## src/rtl/l2_dma_rd_streamer_if.sv

```systemverilog
// Bundle of the descriptor, L2 DMA read port and output stream signals of
// l2_dma_rd_streamer.
//   slave  : view of the streamer (takes descriptors, drives L2 reads and stream)
//   master : view of the environment (issues descriptors, returns data, consumes stream)
interface l2_dma_rd_streamer_if #(
    parameter int unsigned DATA_W = 256,
    parameter int unsigned ADDR_W = 13,
    parameter int unsigned LEN_W  = 11
);
    logic              cmd_valid;
    logic              cmd_ready;
    logic [ADDR_W-1:0] cmd_addr;
    logic [LEN_W-1:0]  cmd_len;
    logic [ADDR_W-1:0] cmd_stride;
    logic              dma_rd_en;
    logic [ADDR_W-1:0] dma_rd_addr;
    logic [DATA_W-1:0] dma_rd_data;
    logic              out_valid;
    logic              out_ready;
    logic [DATA_W-1:0] out_data;
    logic              out_last;
    logic              busy;
    logic              done;

    modport slave (
        input  cmd_valid, cmd_addr, cmd_len, cmd_stride, dma_rd_data, out_ready,
        output cmd_ready, dma_rd_en, dma_rd_addr, out_valid, out_data, out_last, busy, done
    );

    modport master (
        output cmd_valid, cmd_addr, cmd_len, cmd_stride, dma_rd_data, out_ready,
        input  cmd_ready, dma_rd_en, dma_rd_addr, out_valid, out_data, out_last, busy, done
    );
endinterface

```

## src/rtl/l2_dma_rd_streamer.sv

```systemverilog
// Read-side DMA streamer: takes a burst descriptor, issues one L2 read per
// cycle under a FIFO credit limit, captures the data one cycle later into a
// small FIFO and presents it as a valid/ready stream with a last-beat flag.
// Ports:
//   clk, rst : clock, asynchronous active-high reset
//   bus      : l2_dma_rd_streamer_if.slave (descriptor, L2 read port, stream,
//              busy/done status)
// Optional feature: define L2_DMA_RD_STRIDE_EN to honour cmd_stride; when
// undefined the address step is fixed at 1 and cmd_stride is ignored.
module l2_dma_rd_streamer #(
    parameter int unsigned FIFO_DEPTH = 4,
    parameter int unsigned DATA_W     = 256,
    parameter int unsigned ADDR_W     = 13,
    parameter int unsigned LEN_W      = 11
) (
    input  logic                  clk,
    input  logic                  rst,
    l2_dma_rd_streamer_if.slave   bus
);
    localparam int unsigned PTR_W = $clog2(FIFO_DEPTH);
    localparam int unsigned CNT_W = PTR_W + 1;
    localparam int unsigned SUM_W = CNT_W + 1;

    typedef enum logic [1:0] {IDLE, ISSUE, DRAIN} state_e;

    state_e            state_q, state_d;
    logic [ADDR_W-1:0] addr_q, addr_d, rd_addr_q, rd_addr_d, stride;
    logic [LEN_W-1:0]  len_q, len_d, issued_q, issued_d, popped_q, popped_d;
    logic              rd_en_q, rd_en_d, inflight_q;
    logic              cmd_ready_q, cmd_ready_d, busy_q, busy_d, done_q, done_d;
    logic              accept;

    logic [DATA_W-1:0] mem_q [FIFO_DEPTH];
    logic [PTR_W-1:0]  wr_ptr_q, rd_ptr_q;
    logic [CNT_W-1:0]  count_q;
    logic              push, pop, fifo_nonempty;
    logic [SUM_W-1:0]  credit_used;

`ifdef L2_DMA_RD_STRIDE_EN
    logic [ADDR_W-1:0] stride_q;

    // Stride captured with the descriptor
    always_ff @(posedge clk or posedge rst) begin
        if (rst) begin
            stride_q <= '0;
        end else if (accept) begin
            stride_q <= bus.cmd_stride;
        end
    end

    assign stride = stride_q;
`else
    logic unused_stride;

    assign stride        = ADDR_W'(1);
    assign unused_stride = ^bus.cmd_stride;
`endif

    assign fifo_nonempty = (count_q != '0);
    assign push          = inflight_q;
    assign pop           = fifo_nonempty & bus.out_ready;

    // Slots committed for the cycle after a new issue: stored beats, the beat
    // returning now, and the read already on the port. Pops are ignored, which
    // is conservative yet still sustains one beat per cycle.
    assign credit_used = SUM_W'(count_q) + SUM_W'(inflight_q) + SUM_W'(rd_en_q);

    // Next-state and registered-output decode
    always_comb begin
        state_d   = state_q;
        addr_d    = addr_q;
        rd_addr_d = rd_addr_q;
        len_d     = len_q;
        issued_d  = issued_q;
        popped_d  = popped_q;
        rd_en_d   = 1'b0;
        done_d    = 1'b0;
        accept    = 1'b0;

        if (pop) begin
            popped_d = popped_q + LEN_W'(1);
        end

        case (state_q)
            IDLE: begin
                if (cmd_ready_q && bus.cmd_valid) begin
                    accept   = 1'b1;
                    addr_d   = bus.cmd_addr;
                    len_d    = bus.cmd_len;
                    issued_d = '0;
                    popped_d = '0;
                    if (bus.cmd_len == '0) begin
                        done_d = 1'b1;
                    end else begin
                        state_d = ISSUE;
                    end
                end
            end
            ISSUE: begin
                if ((issued_q < len_q) && (credit_used < SUM_W'(FIFO_DEPTH))) begin
                    rd_en_d   = 1'b1;
                    rd_addr_d = addr_q;
                    addr_d    = addr_q + stride;
                    issued_d  = issued_q + LEN_W'(1);
                    if (issued_q == len_q - LEN_W'(1)) begin
                        state_d = DRAIN;
                    end
                end
            end
            DRAIN: begin
                if (pop && (popped_q == len_q - LEN_W'(1))) begin
                    done_d  = 1'b1;
                    state_d = IDLE;
                end
            end
            default: state_d = IDLE;
        endcase

        // cmd_ready stays low during the done pulse
        cmd_ready_d = (state_d == IDLE) && !done_d;
        busy_d      = (state_d != IDLE);
    end

    // State and control registers
    always_ff @(posedge clk or posedge rst) begin
        if (rst) begin
            state_q     <= IDLE;
            addr_q      <= '0;
            rd_addr_q   <= '0;
            len_q       <= '0;
            issued_q    <= '0;
            popped_q    <= '0;
            rd_en_q     <= 1'b0;
            inflight_q  <= 1'b0;
            cmd_ready_q <= 1'b1;
            busy_q      <= 1'b0;
            done_q      <= 1'b0;
        end else begin
            state_q     <= state_d;
            addr_q      <= addr_d;
            rd_addr_q   <= rd_addr_d;
            len_q       <= len_d;
            issued_q    <= issued_d;
            popped_q    <= popped_d;
            rd_en_q     <= rd_en_d;
            inflight_q  <= rd_en_q;
            cmd_ready_q <= cmd_ready_d;
            busy_q      <= busy_d;
            done_q      <= done_d;
        end
    end

    // FIFO pointers and occupancy
    always_ff @(posedge clk or posedge rst) begin
        if (rst) begin
            wr_ptr_q <= '0;
            rd_ptr_q <= '0;
            count_q  <= '0;
        end else begin
            if (push) begin
                wr_ptr_q <= wr_ptr_q + PTR_W'(1);
            end
            if (pop) begin
                rd_ptr_q <= rd_ptr_q + PTR_W'(1);
            end
            count_q <= count_q + CNT_W'(push) - CNT_W'(pop);
        end
    end

    // FIFO storage; contents are masked at the output while empty
    always_ff @(posedge clk) begin
        if (push) begin
            mem_q[wr_ptr_q] <= bus.dma_rd_data;
        end
    end

    a_no_overflow: assert property (@(posedge clk) disable iff (rst)
        !(push && !pop && (count_q == CNT_W'(FIFO_DEPTH))));

    assign bus.cmd_ready   = cmd_ready_q;
    assign bus.dma_rd_en   = rd_en_q;
    assign bus.dma_rd_addr = rd_addr_q;
    assign bus.out_valid   = fifo_nonempty;
    assign bus.out_data    = fifo_nonempty ? mem_q[rd_ptr_q] : '0;
    assign bus.out_last    = fifo_nonempty && (popped_q == len_q - LEN_W'(1));
    assign bus.busy        = busy_q;
    assign bus.done        = done_q;
endmodule

```

## src/flat_wrapper.sv

```systemverilog
// flat-port wrapper written by rule: the top's interface ports become plain ports
module l2_dma_rd_streamer_flat 
#(
    parameter int unsigned FIFO_DEPTH = 4,
    parameter int unsigned DATA_W     = 256,
    parameter int unsigned ADDR_W     = 13,
    parameter int unsigned LEN_W      = 11
)
  (clk, rst, bus_cmd_valid, bus_cmd_addr, bus_cmd_len, bus_cmd_stride, bus_dma_rd_data, bus_out_ready, bus_cmd_ready, bus_dma_rd_en, bus_dma_rd_addr, bus_out_valid, bus_out_data, bus_out_last, bus_busy, bus_done);
  l2_dma_rd_streamer_if #(.DATA_W(DATA_W), .ADDR_W(ADDR_W), .LEN_W(LEN_W)) bus_i ();
  input  logic clk;
  input  logic rst;
  input wire logic [$bits(bus_i.cmd_valid)-1:0] bus_cmd_valid;
  input wire logic [$bits(bus_i.cmd_addr)-1:0] bus_cmd_addr;
  input wire logic [$bits(bus_i.cmd_len)-1:0] bus_cmd_len;
  input wire logic [$bits(bus_i.cmd_stride)-1:0] bus_cmd_stride;
  input wire logic [$bits(bus_i.dma_rd_data)-1:0] bus_dma_rd_data;
  input wire logic [$bits(bus_i.out_ready)-1:0] bus_out_ready;
  output wire logic [$bits(bus_i.cmd_ready)-1:0] bus_cmd_ready;
  output wire logic [$bits(bus_i.dma_rd_en)-1:0] bus_dma_rd_en;
  output wire logic [$bits(bus_i.dma_rd_addr)-1:0] bus_dma_rd_addr;
  output wire logic [$bits(bus_i.out_valid)-1:0] bus_out_valid;
  output wire logic [$bits(bus_i.out_data)-1:0] bus_out_data;
  output wire logic [$bits(bus_i.out_last)-1:0] bus_out_last;
  output wire logic [$bits(bus_i.busy)-1:0] bus_busy;
  output wire logic [$bits(bus_i.done)-1:0] bus_done;
  assign bus_i.cmd_valid = bus_cmd_valid;
  assign bus_i.cmd_addr = bus_cmd_addr;
  assign bus_i.cmd_len = bus_cmd_len;
  assign bus_i.cmd_stride = bus_cmd_stride;
  assign bus_i.dma_rd_data = bus_dma_rd_data;
  assign bus_i.out_ready = bus_out_ready;
  assign bus_cmd_ready = bus_i.cmd_ready;
  assign bus_dma_rd_en = bus_i.dma_rd_en;
  assign bus_dma_rd_addr = bus_i.dma_rd_addr;
  assign bus_out_valid = bus_i.out_valid;
  assign bus_out_data = bus_i.out_data;
  assign bus_out_last = bus_i.out_last;
  assign bus_busy = bus_i.busy;
  assign bus_done = bus_i.done;
  l2_dma_rd_streamer #(.FIFO_DEPTH(FIFO_DEPTH), .DATA_W(DATA_W), .ADDR_W(ADDR_W), .LEN_W(LEN_W)) u_core (.clk(clk), .rst(rst), .bus(bus_i));
endmodule
```

## config.mk

```make
export PLATFORM = sky130hd
export DESIGN_NAME = l2_dma_rd_streamer_flat
export DESIGN_NICKNAME = d
export VERILOG_FILES = /design/src/rtl/l2_dma_rd_streamer_if.sv /design/src/rtl/l2_dma_rd_streamer.sv /design/src/flat_wrapper.sv
export SDC_FILE = /design/constraint.sdc
export NUM_CORES = 1
export LEC_CHECK = 0
export CAP_MARGIN = 40
export CORE_AREA = 2 2 337 239
export DETAILED_ROUTE_END_ITERATION = 10
export DIE_AREA = 0 0 339 241
export PLACE_DENSITY = 0.79
export SYNTH_ARGS = -nofsm -noshare
export SYNTH_HDL_FRONTEND = slang
export SYNTH_SLANG_ARGS = --single-unit
```

## constraint.sdc

```tcl
create_clock -name clk -period 8.7 [get_ports clk]
set_input_delay 2.61 -clock clk [delete_from_list [all_inputs] [get_ports clk]]
set_output_delay 2.61 -clock clk [all_outputs]
set_load 0.05 [all_outputs]
```

==> reports/results.txt, run 1 <==
Run status: finished, final reports clean
Share of power burned in registers: 0.338
Die width: 339 um
Ratio of cells with drive above 1 in the final layout: 0.169
Final slew viol count: 0
Root buf cell: clkbuf_16
Initial Utilization: 0.548
Mapped Nets: 2,389
CTS Buf Count: 101
Fin crit period: 6.55 ns
DR vias: 21,800
Peak supply drop: 0.000304 V
Number of global-route vias before repair: 22,700
Tightest Pin Transition: 1.16 ns
Syn-to-layout area delta: 23.8%
Crit start category: register
Clock Power Share: 0.201
Hold WS: 0.464 ns
Total global routing overflow: 0
CP Class: reg2out
Die Y: 241 um
Antenna violations before repair: 18
DRC viols: 0
Routed vias/inst: 5.72
Post-synth EDFFs: 1,024
Total track usage: 0.231
Nets: 2,973
Launch point of the worst reg-to-reg path: u_core.count_q[0]
Final core occ: 0.678
Iter 0 DRT Violations: 1,702
Placer Congestion: 0.861
CTS sink count: 1,097
Most numerous cell in the Yosys netlist: edfxtp_1
Clock Path Buffers: 3
Num rows: 86
F_max: 153 MHz
Routed WL: 95.1 mm
Placeable Area: 0.0782 sq mm
Post-synth top area share: 0.718
Pwr/cell area: 408 mW/mm^2
Max-Cap Viols: 0
Worst path arrival time: 3.94 ns
PnR worst setup slack: 2.15 ns
CP Capture Type: primary output
RSZ-0062 raised after global routing: no
Register bit total from synthesis: 1,097
Hpwl dp: 57.9 mm
Largest net degree at the start of global routing: 139
Synth area leaders: edfxtp_1 72%, mux4_2 13%, dfrtp_1 4.2%
Setup total negative slack: 0 ns
Post_cts resized: 0
Final Skew: 0.0255 ns
YS warnings: 0
Period utilisation layout: 0.752
Setup crit start: u_core.len_q[0]
Mapped Area: 0.0428 sq mm
Post-CTS setup buffer count: 0
Drt wl/cell: 25.0 um
First drt pass iteration count: 5
Synth Flop Type: edfxtp_1
H-tree depth: 3
Critical path data required time: 6.09 ns
Clock latency on the worst-skew pair: 0.68 ns
Slew HR: 0.225
First-pass GRT wire length: 141 mm
Post-synth top cells: 1,024 x edfxtp_1, 264 x and2_1, 256 x mux4_2
Io pins: 572
NetSw: 8600 uW
IO buf count: 558
Comb power frac: 0.462
Syn Area/Cell: 20.7 sq um
Place WS: 2.91 ns
Final Hold Viols: 0
Yosys cell types: 61
FFs w/ async S/R, synth: 0.0665
CTS tree: done
Leak: 0.0174 uW
Reg2reg path depth: 10
Hold Startpoint: u_core.bus.dma_rd_en
Synth area leader: edfxtp_1
Final setup viols: 0
Post-CTS Hold Fix Bufs: 0
Clock-pin slew on the worst setup and hold paths: 0.07 ns
Internal power: 13,000 uW
Post-route ant nets: 0
Hold Crit Class: reg2reg
Crit path max fanout: 6
Mapped Cells: 2,068
Worst hold stages: 0
Seq/Total Area, Yosys: 0.760
Die area: 0.0817 sq mm
Sw Ratio: 0.397
==> worst paths after layout <==
| kind | slack [ns] | endpoint |
|---|---|---|
| max in group asynchronous | 5.75 | u_core.bus.cmd_ready |
| min in group asynchronous | 2.34 | u_core.issued_q[0] |
| worst min register to register | 0.46 | u_core.inflight_q |
| worst min-delay path | 0.46 | u_core.inflight_q |
| worst max register to register | 5.13 | u_core.count_q[2] |
| worst max-delay path | 2.15 | bus_out_last |
==> metal layers <==
metal,wire length [um],vias up,global-route usage
met4,2840,16,0.0839
li1,-,9490,-
met3,7080,173,0.0656
met1,36400,11300,0.294
met5,108,-,0
met2,48600,750,0.384
==> state kept, by name, indices dropped and copies added (netlist names), 2 cells and up <==
| name | flops |
|---|---|
| u_core.addr_q | 13 |
| u_core.len_q | 11 |
| u_core.rd_ptr_q | 2 |
| u_core.count_q | 3 |
| u_core.mem_q | 1024 |
| u_core.state_q | 2 |
| u_core.wr_ptr_q | 2 |
| u_core.issued_q | 11 |
| u_core.bus.dma_rd_addr | 13 |
| u_core.popped_q | 11 |
==> layout by cell type, fill, tap and decap left out, types with 23 or more instances in the layout <==
cell type / count
mux4_2: 256
clkdlybuf4s50_1: 558
edfxtp_1: 1024
clkbuf_16: 101
ha_1: 23
nor2_1: 36
o21ai_0: 28
nand3_1: 23
dfrtp_1: 70
and2_1: 260
nand2_1: 37
==> worst max-delay path: stages, from the launching register on <==
cell             delay (ns)
dfrtp_1                0.45
inv_1                  0.11
ha_1                   0.20
nor3b_1                0.43
xnor2_1                0.14
nor4_1                 0.52
nand3_1                0.22
nor4b_1                0.31
clkdlybuf4s50_1        0.88
==> power by group through the flow <==
| stage | Sequential [uW] | Clock, uW | Combinational, uW |
|---|---|---|---|
| 6_report | 7310 | 4340 | 9990 |
| 5_1_grt | 7390 | 4630 | 10400 |
| 4_1_cts | 7310 | 4420 | 10100 |
| 3_5_place_dp | 7410 | 0 | 10000 |
| 3_3_place_gp | 7360 | 0 | 9880 |
| 2_1_floorplan | 7570 | 0 | 6760 |
==> kinds of logic (layout without fill, tap and decap cells) <==
group                    Yosys count  in the layout  share of synthesized area
flip-flops                      1097           1097                      0.760
other                              0             11                          0
XOR/XNOR                          47             47                     0.0122
buffers and inverters            132            798                     0.0126
adder cells (fa/ha/maj)           24             24                    0.00718
AO/OA/AOI/OAI                     74             74                     0.0111
AND/OR/NAND/NOR                  425            425                     0.0586
multiplexers                     269            269                      0.138
==> per-stage QoR <==
stage               cell area (sq um)  power [uW]  std cells
floorplan                       42800       14300       2068
global placement                49600       17200       3597
detailed placement              49800       17400       3604
CTS                             53000       21800       3789
global route                    53000       22500       3799
finish                          53000       21600       3801
==> layout make-up <==
class | count | area [sq um]
multi-input cells | 839 | 9740
well taps | 1056 | 1320
flip-flops and latches | 1097 | 32600
clock buffers | 125 | 2640
repair buffers | 590 | 6030
clock inverters | 60 | 609
inverters | 23 | 86.3
fillers | 4907 | 25200
diodes | 11 | 27.5
No activity file was read; power rests on OpenSTA's default activity.
==> run 2, diff against run 1 <==
clock period = 6.2 ns   (was 8.7 ns; I/O delays follow)
==> reports/results.txt, run 2 (synthesis results as in run 1) <==
Post-CTS Hold Fix Bufs: 0 (unchanged)
Worst hold stages: 0 (unchanged)
Total global routing overflow: 0 (unchanged)
Nets: 2,971 (-0.067%)
Clock-pin slew on the worst setup and hold paths: 0.06 ns (about the same)
Placeable Area: 0.0782 sq mm (unchanged)
Internal power: 18,400 uW (+41%)
Antenna violations before repair: 17 (-1)
Tightest Pin Transition: 1.26 ns (+0.0992 ns)
F_max: 170 MHz
Routed vias/inst: 5.70 (-0.40%)
Pwr/cell area: 573 mW/mm^2 (+40%)
Crit start category: register
Largest net degree at the start of global routing: 145 (+4.3%)
Final Hold Viols: 0 (unchanged)
Most common cell after layout, fill and taps aside: edfxtp_1
Clock Path Buffers: 3 (unchanged)
IO buf count: 558 (unchanged)
Placed cells: 3,603 (-0.028%)
First-pass GRT wire length: 141 mm (-0.12%)
Hpwl dp: 57.1 mm (-1.3%)
Hold Startpoint: u_core.bus.dma_rd_en
GRT met2 Usage: 0.383 (-0.00167)
Total track usage: 0.230 (-0.00132)
Launch point of the worst reg-to-reg path: u_core.count_q[1]
DRC viols: 0 (unchanged)
Sw Ratio: 0.396 (-0.00161)
Share of power burned in registers: 0.339 (about the same)
GR Util met1: 0.295 (+0.00126)
Critical R2R Capture: u_core.count_q[2]
Comb power frac: 0.460 (-0.002)
Post_cts resized: 0 (unchanged)
Hold Crit Class: reg2reg
Final setup viols: 0 (unchanged)
Routed WL: 94.8 mm (-0.24%)
Crit path max fanout: 6 (unchanged)
Die area: 0.0817 sq mm (unchanged)
Max reg flops: 1,024 (unchanged)
Clock Power Share: 0.202 (about the same)
Largest stage delay, worst path: 0.92 ns (+0.04 ns)
CP Class: reg2out
RSZ-0062 raised after global routing: no
Period utilisation layout: 0.951
Most frequent cells in the layout: 1,024 x edfxtp_1, 558 x clkdlybuf4s50_1, 260 x and2_1
Post-CTS setup buffer count: 0 (unchanged)
Die width: 339 um (unchanged)
Root buf cell: clkbuf_16
Drt wl/cell: 25.0 um (-0.16%)
DR vias: 21,600 (-0.48%)
CP Capture Type: primary output
CTS Buf Count: 100 (-0.99%)
Tot Pwr: 30,400 uW (+40%)
R2r setup slk: 3.02 ns (-2.11 ns)
Top Usage Layer GRT: met2
Reg2reg path depth: 10 (unchanged)
Initial Utilization: 0.548 (unchanged)
Worst path arrival time: 4.04 ns (+0.10 ns)
Number of global-route vias before repair: 22,700 (-0.0044%)
Run status: finished, final reports clean
Final slew viol count: 0 (unchanged)
Leak: 0.0174 uW (about the same)
Grt met3 use: 0.0637 (-0.00189)
Syn-to-layout area delta: 23.8% (about the same)
H-tree depth: 3 (unchanged)
Clock latency on the worst-skew pair: 0.68 ns (about the same)
Largest Register: u_core.mem_q
CTS sink count: 1,097 (unchanged)
Num rows: 86 (unchanged)
Setup total negative slack: 0 ns (unchanged)
WHS Endpoint: u_core.inflight_q
NetSw: 12,000 uW (+40%)
Placer Congestion: 0.848 (-1.6%)
Critical path data required time: 4.34 ns (-1.75 ns)
First drt pass iteration count: 7 (+2)
Slew HR: 0.159 (-0.0662)
Io pins: 572 (unchanged)
Iter 0 DRT Violations: 1,554 (-8.7%)
Ratio of cells with drive above 1 in the final layout: 0.171 (+0.00159)
Max-Cap Viols: 0 (unchanged)
Fin crit period: 5.90 ns
Hold WS: 0.430 ns (-0.0345 ns)
Die Y: 241 um (unchanged)
CP Cell Sequence: inv_1, ha_1, nor3b_1, xnor2_1, nor4_1, nand3_1, nor4b_1, clkdlybuf4s50_1
Peak supply drop: 0.000654 V (+120%)
Crit-path slowest cell: clkdlybuf4s50_1
Final Skew: 0.0336 ns (+0.00806 ns)
CTS tree: done
Post-route ant nets: 0 (unchanged)
Post-route insts no fill: 3,798 (-0.079%)
[run 2: cell count changes in the layout (fill, tap and decap cells not counted), sizes merged]
cell      change
inv           -5
clkinvlp      +4
clkbuf        -3
clkinv        +2
buf           -1
bufinv        +1
diode         -1
[run 2: area by class of cell]
class	count	area, sq um
diodes	10	25.0
clock buffers	122	2680
clock inverters	62	607
fillers	4859	25200
inverters	23	86.3
multi-input cells	839	9740
flip-flops and latches	1097	32600
well taps	1056	1320
repair buffers	589	6020
[run 2: how the worst max path moves through the flow]
stage	start	endpoint	cells after the start
final	u_core.len_q[0]	bus_out_last	8
after global routing	u_core.len_q[0]	bus_out_last	8
after CTS	u_core.len_q[0]	bus_out_last	8
after detailed placement	u_core.len_q[0]	bus_out_last	8
after global placement	u_core.len_q[0]	bus_out_last	8
after floorplan	u_core.len_q[0]	bus_out_last	7
[run 2: routing by layer]
| layer | part of all wire | wire [um] |
|---|---|---|
| met5 | 0.00096 | 91 |
| met4 | 0.030 | 2800 |
| met3 | 0.071 | 6710 |
| met2 | 0.51 | 48600 |
| met1 | 0.39 | 36600 |
[run 2: power groups by stage]
stage	Clock (uW)	Sequential [uW]	Combinational, uW
floorplan	0	10400	9500
global placement	0	10300	13900
detailed placement	0	10400	14000
CTS	6240	10300	14100
global route	6500	10400	14600
finish	6130	10300	14000
[run 2: per-stage QoR]
| stage | utilization | setup slack, ns | cell area [sq um] |
|---|---|---|---|
| 5_1_grt | 0.678 | 0.0111 | 53100 |
| 4_1_cts | 0.678 | 0.335 | 53000 |
| 2_1_floorplan | - | 0.994 | 42800 |
| 3_5_place_dp | 0.636 | 1.08 | 49700 |
| 6_report | 0.678 | 0.304 | 53100 |
| 3_3_place_gp | 0.636 | 1.13 | 49700 |
[run 2: worst max-delay path, delay by kind of cell (launching register included)]
family / cells / cell delay [ns]
fa+ha+maj: 1 / 0.20
flops: 1 / 0.47
buf+inv: 2 / 1.03
simple gates: 4 / 1.55
xor+xnor: 1 / 0.13
==> run 3, diff against run 2 <==
REMOVE_ABC_BUFFERS = 1   (was default)
==> reports/results.txt, run 3 (synthesis results as in run 1) <==
Post_cts resized: 0 (unchanged)
First drt pass iteration count: 5 (-2)
Period utilisation layout: 0.923 (-0.0284)
First-pass GRT wire length: 139 mm (-1.5%)
Fillcell total: 4,894 (+0.72%)
Fin crit period: 5.72 ns (-0.176 ns)
Worst path arrival time: 3.86 ns (-0.18 ns)
Num rows: 86 (unchanged)
Largest net degree at the start of global routing: 154 (+6.2%)
Largest Register: u_core.mem_q
Crit path max fanout: 6 (unchanged)
Peak supply drop: 0.000590 V (-9.8%)
Antenna violations before repair: 22 (+5)
Initial Utilization: 0.548 (unchanged)
Final setup viols: 0 (unchanged)
Die area: 0.0817 sq mm (unchanged)
DRC viols: 0 (unchanged)
Root buf cell: clkbuf_16
Die width: 339 um (unchanged)
Total global routing overflow: 0 (unchanged)
Io pins: 572 (unchanged)
DR vias: 21,800 (+0.67%)
Post-CTS Hold Fix Bufs: 0 (unchanged)
Hpwl dp: 55.5 mm (-2.8%)
Reg2reg path depth: 7 (-3)
Final Hold Viols: 0 (unchanged)
Slew HR: 0.241 (+0.0829)
Critical path data required time: 4.34 ns (about the same)
Clock latency on the worst-skew pair: 0.68 ns (about the same)
Routed WL: 92.8 mm (-2.2%)
Most common cell after layout, fill and taps aside: edfxtp_1
Placed cells: 3,611 (+0.22%)
CTS sink count: 1,097 (unchanged)
CP Class: reg2out
Die Y: 241 um (unchanged)
Leak: 0.0175 uW (+0.24%)
H-tree depth: 3 (unchanged)
Max reg flops: 1,024 (unchanged)
RSZ-0062 raised after global routing: no
Worst path depth: 8 (unchanged)
Clock-pin slew on the worst setup and hold paths: 0.07 ns (about the same)
Nets: 2,980 (+0.30%)
Total track usage: 0.225 (-0.00460)
Syn-to-layout area delta: 24.0%
CP Capture Type: primary output
Hold Crit Class: reg2reg
Crit-path slowest cell: clkdlybuf4s50_1
CP Cell Sequence: inv_1, ha_1, nor3b_1, xnor2_1, nor4_1, nand3_1, nor4b_1, clkdlybuf4s50_1
Iter 0 DRT Violations: 1,718 (+11%)
Routed vias/inst: 5.72 (+0.40%)
Crit path max-delay family: simple AND/OR/NAND/NOR gates
Post-route insts no fill: 3,808 (+0.26%)
Buffers & Inverters on Critical Path: 2 (unchanged)
F_max: 175 MHz (+3.1%)
CTS Buf Count: 102 (+2.0%)
IO buf count: 558 (unchanged)
Worst hold stages: 0 (unchanged)
Drt wl/cell: 24.4 um (-2.4%)
Largest stage delay, worst path: 0.93 ns (about the same)
Tightest Pin Transition: 1.14 ns (-0.124 ns)
Placer Congestion: 0.847 (-0.12%)
CTS tree: done
Run status: finished, final reports clean
Placeable Area: 0.0782 sq mm (unchanged)
Crit start category: register
Post-CTS setup buffer count: 0 (unchanged)
Most frequent cells in the layout: 1,024 x edfxtp_1, 558 x clkdlybuf4s50_1, 260 x and2_1
Max-Cap Viols: 0 (unchanged)
Post-route ant nets: 0 (unchanged)
Pwr/cell area: 572 mW/mm^2 (-0.21%)
Ratio of cells with drive above 1 in the final layout: 0.172 (+0.000773)
Clock Path Buffers: 3 (unchanged)
Number of global-route vias before repair: 22,800 (+0.38%)
Setup total negative slack: 0 ns (unchanged)
Final slew viol count: 0 (unchanged)
Final Skew: 0.0423 ns (+0.00871 ns)
-- run 3: changes by cell type in the layout (fill, tap and decap cells not counted), sizes merged --
cell | before | now
buf | 31 | 38
clkinv | 44 | 50
clkinvlp | 8 | 4
clkbuf | 122 | 124
bufinv | 9 | 8
diode | 10 | 9
inv | 24 | 25
-- run 3: per-layer routing --
metal | vias to the layer above | track usage | part of all wire
li1 | 9487 | - | -
met5 | - | 0 | 0.0019
met2 | 817 | 0.366 | 0.50
met4 | 28 | 0.0729 | 0.027
met3 | 182 | 0.0713 | 0.086
met1 | 11300 | 0.292 | 0.39
-- run 3: final cells by class --
class,count,area [sq um],area share
multi-input cells,839,9740,0.183
well taps,1056,1320,0.0249
clock inverters,64,589,0.0111
inverters,23,86.3,0.00163
flip-flops and latches,1097,32600,0.613
clock buffers,124,2680,0.0504
diodes,9,22.5,0.000424
repair buffers,596,6090,0.115
-- run 3: final timing paths --
| check | slack [ns] | startpoint | to |
|---|---|---|---|
| max | 0.48 | u_core.len_q[0] | bus_out_last |
| min | 0.48 | u_core.bus.dma_rd_en | u_core.inflight_q |
| max reg2reg | 3.26 | u_core.bus.dma_rd_en | u_core.state_q[1] |
| min reg2reg | 0.48 | u_core.bus.dma_rd_en | u_core.inflight_q |
| max in group asynchronous | 3.63 | rst | u_core.rd_ptr_q[1] |
| min in group asynchronous | 1.67 | rst | u_core.len_q[7] |
-- run 3: metrics by stage --
stage          setup WS, ns  utilization  hold WS, ns  instance area (sq um)  total power, uW
6_report              0.479        0.679        0.482                  53100            30400
5_1_grt               0.157        0.679        0.506                  53100            31500
4_1_cts               0.450        0.679        0.487                  53100            30600
3_5_place_dp           1.17        0.637        0.462                  49800            24400
3_3_place_gp           1.16        0.636        0.474                  49800            24200
2_1_floorplan         -6.57            -        0.477                  42400            20100
-- run 3: where the power goes --
| group | leakage, uW | internal [uW] | switching [uW] | total, uW |
|---|---|---|---|---|
| clock network | 0.00160 | 3420 | 2680 | 6100 |
| registers | 0.0102 | 9670 | 570 | 10200 |
| logic | 0.00567 | 5290 | 8740 | 14000 |
| total | 0.0175 | 18400 | 12000 | 30400 |
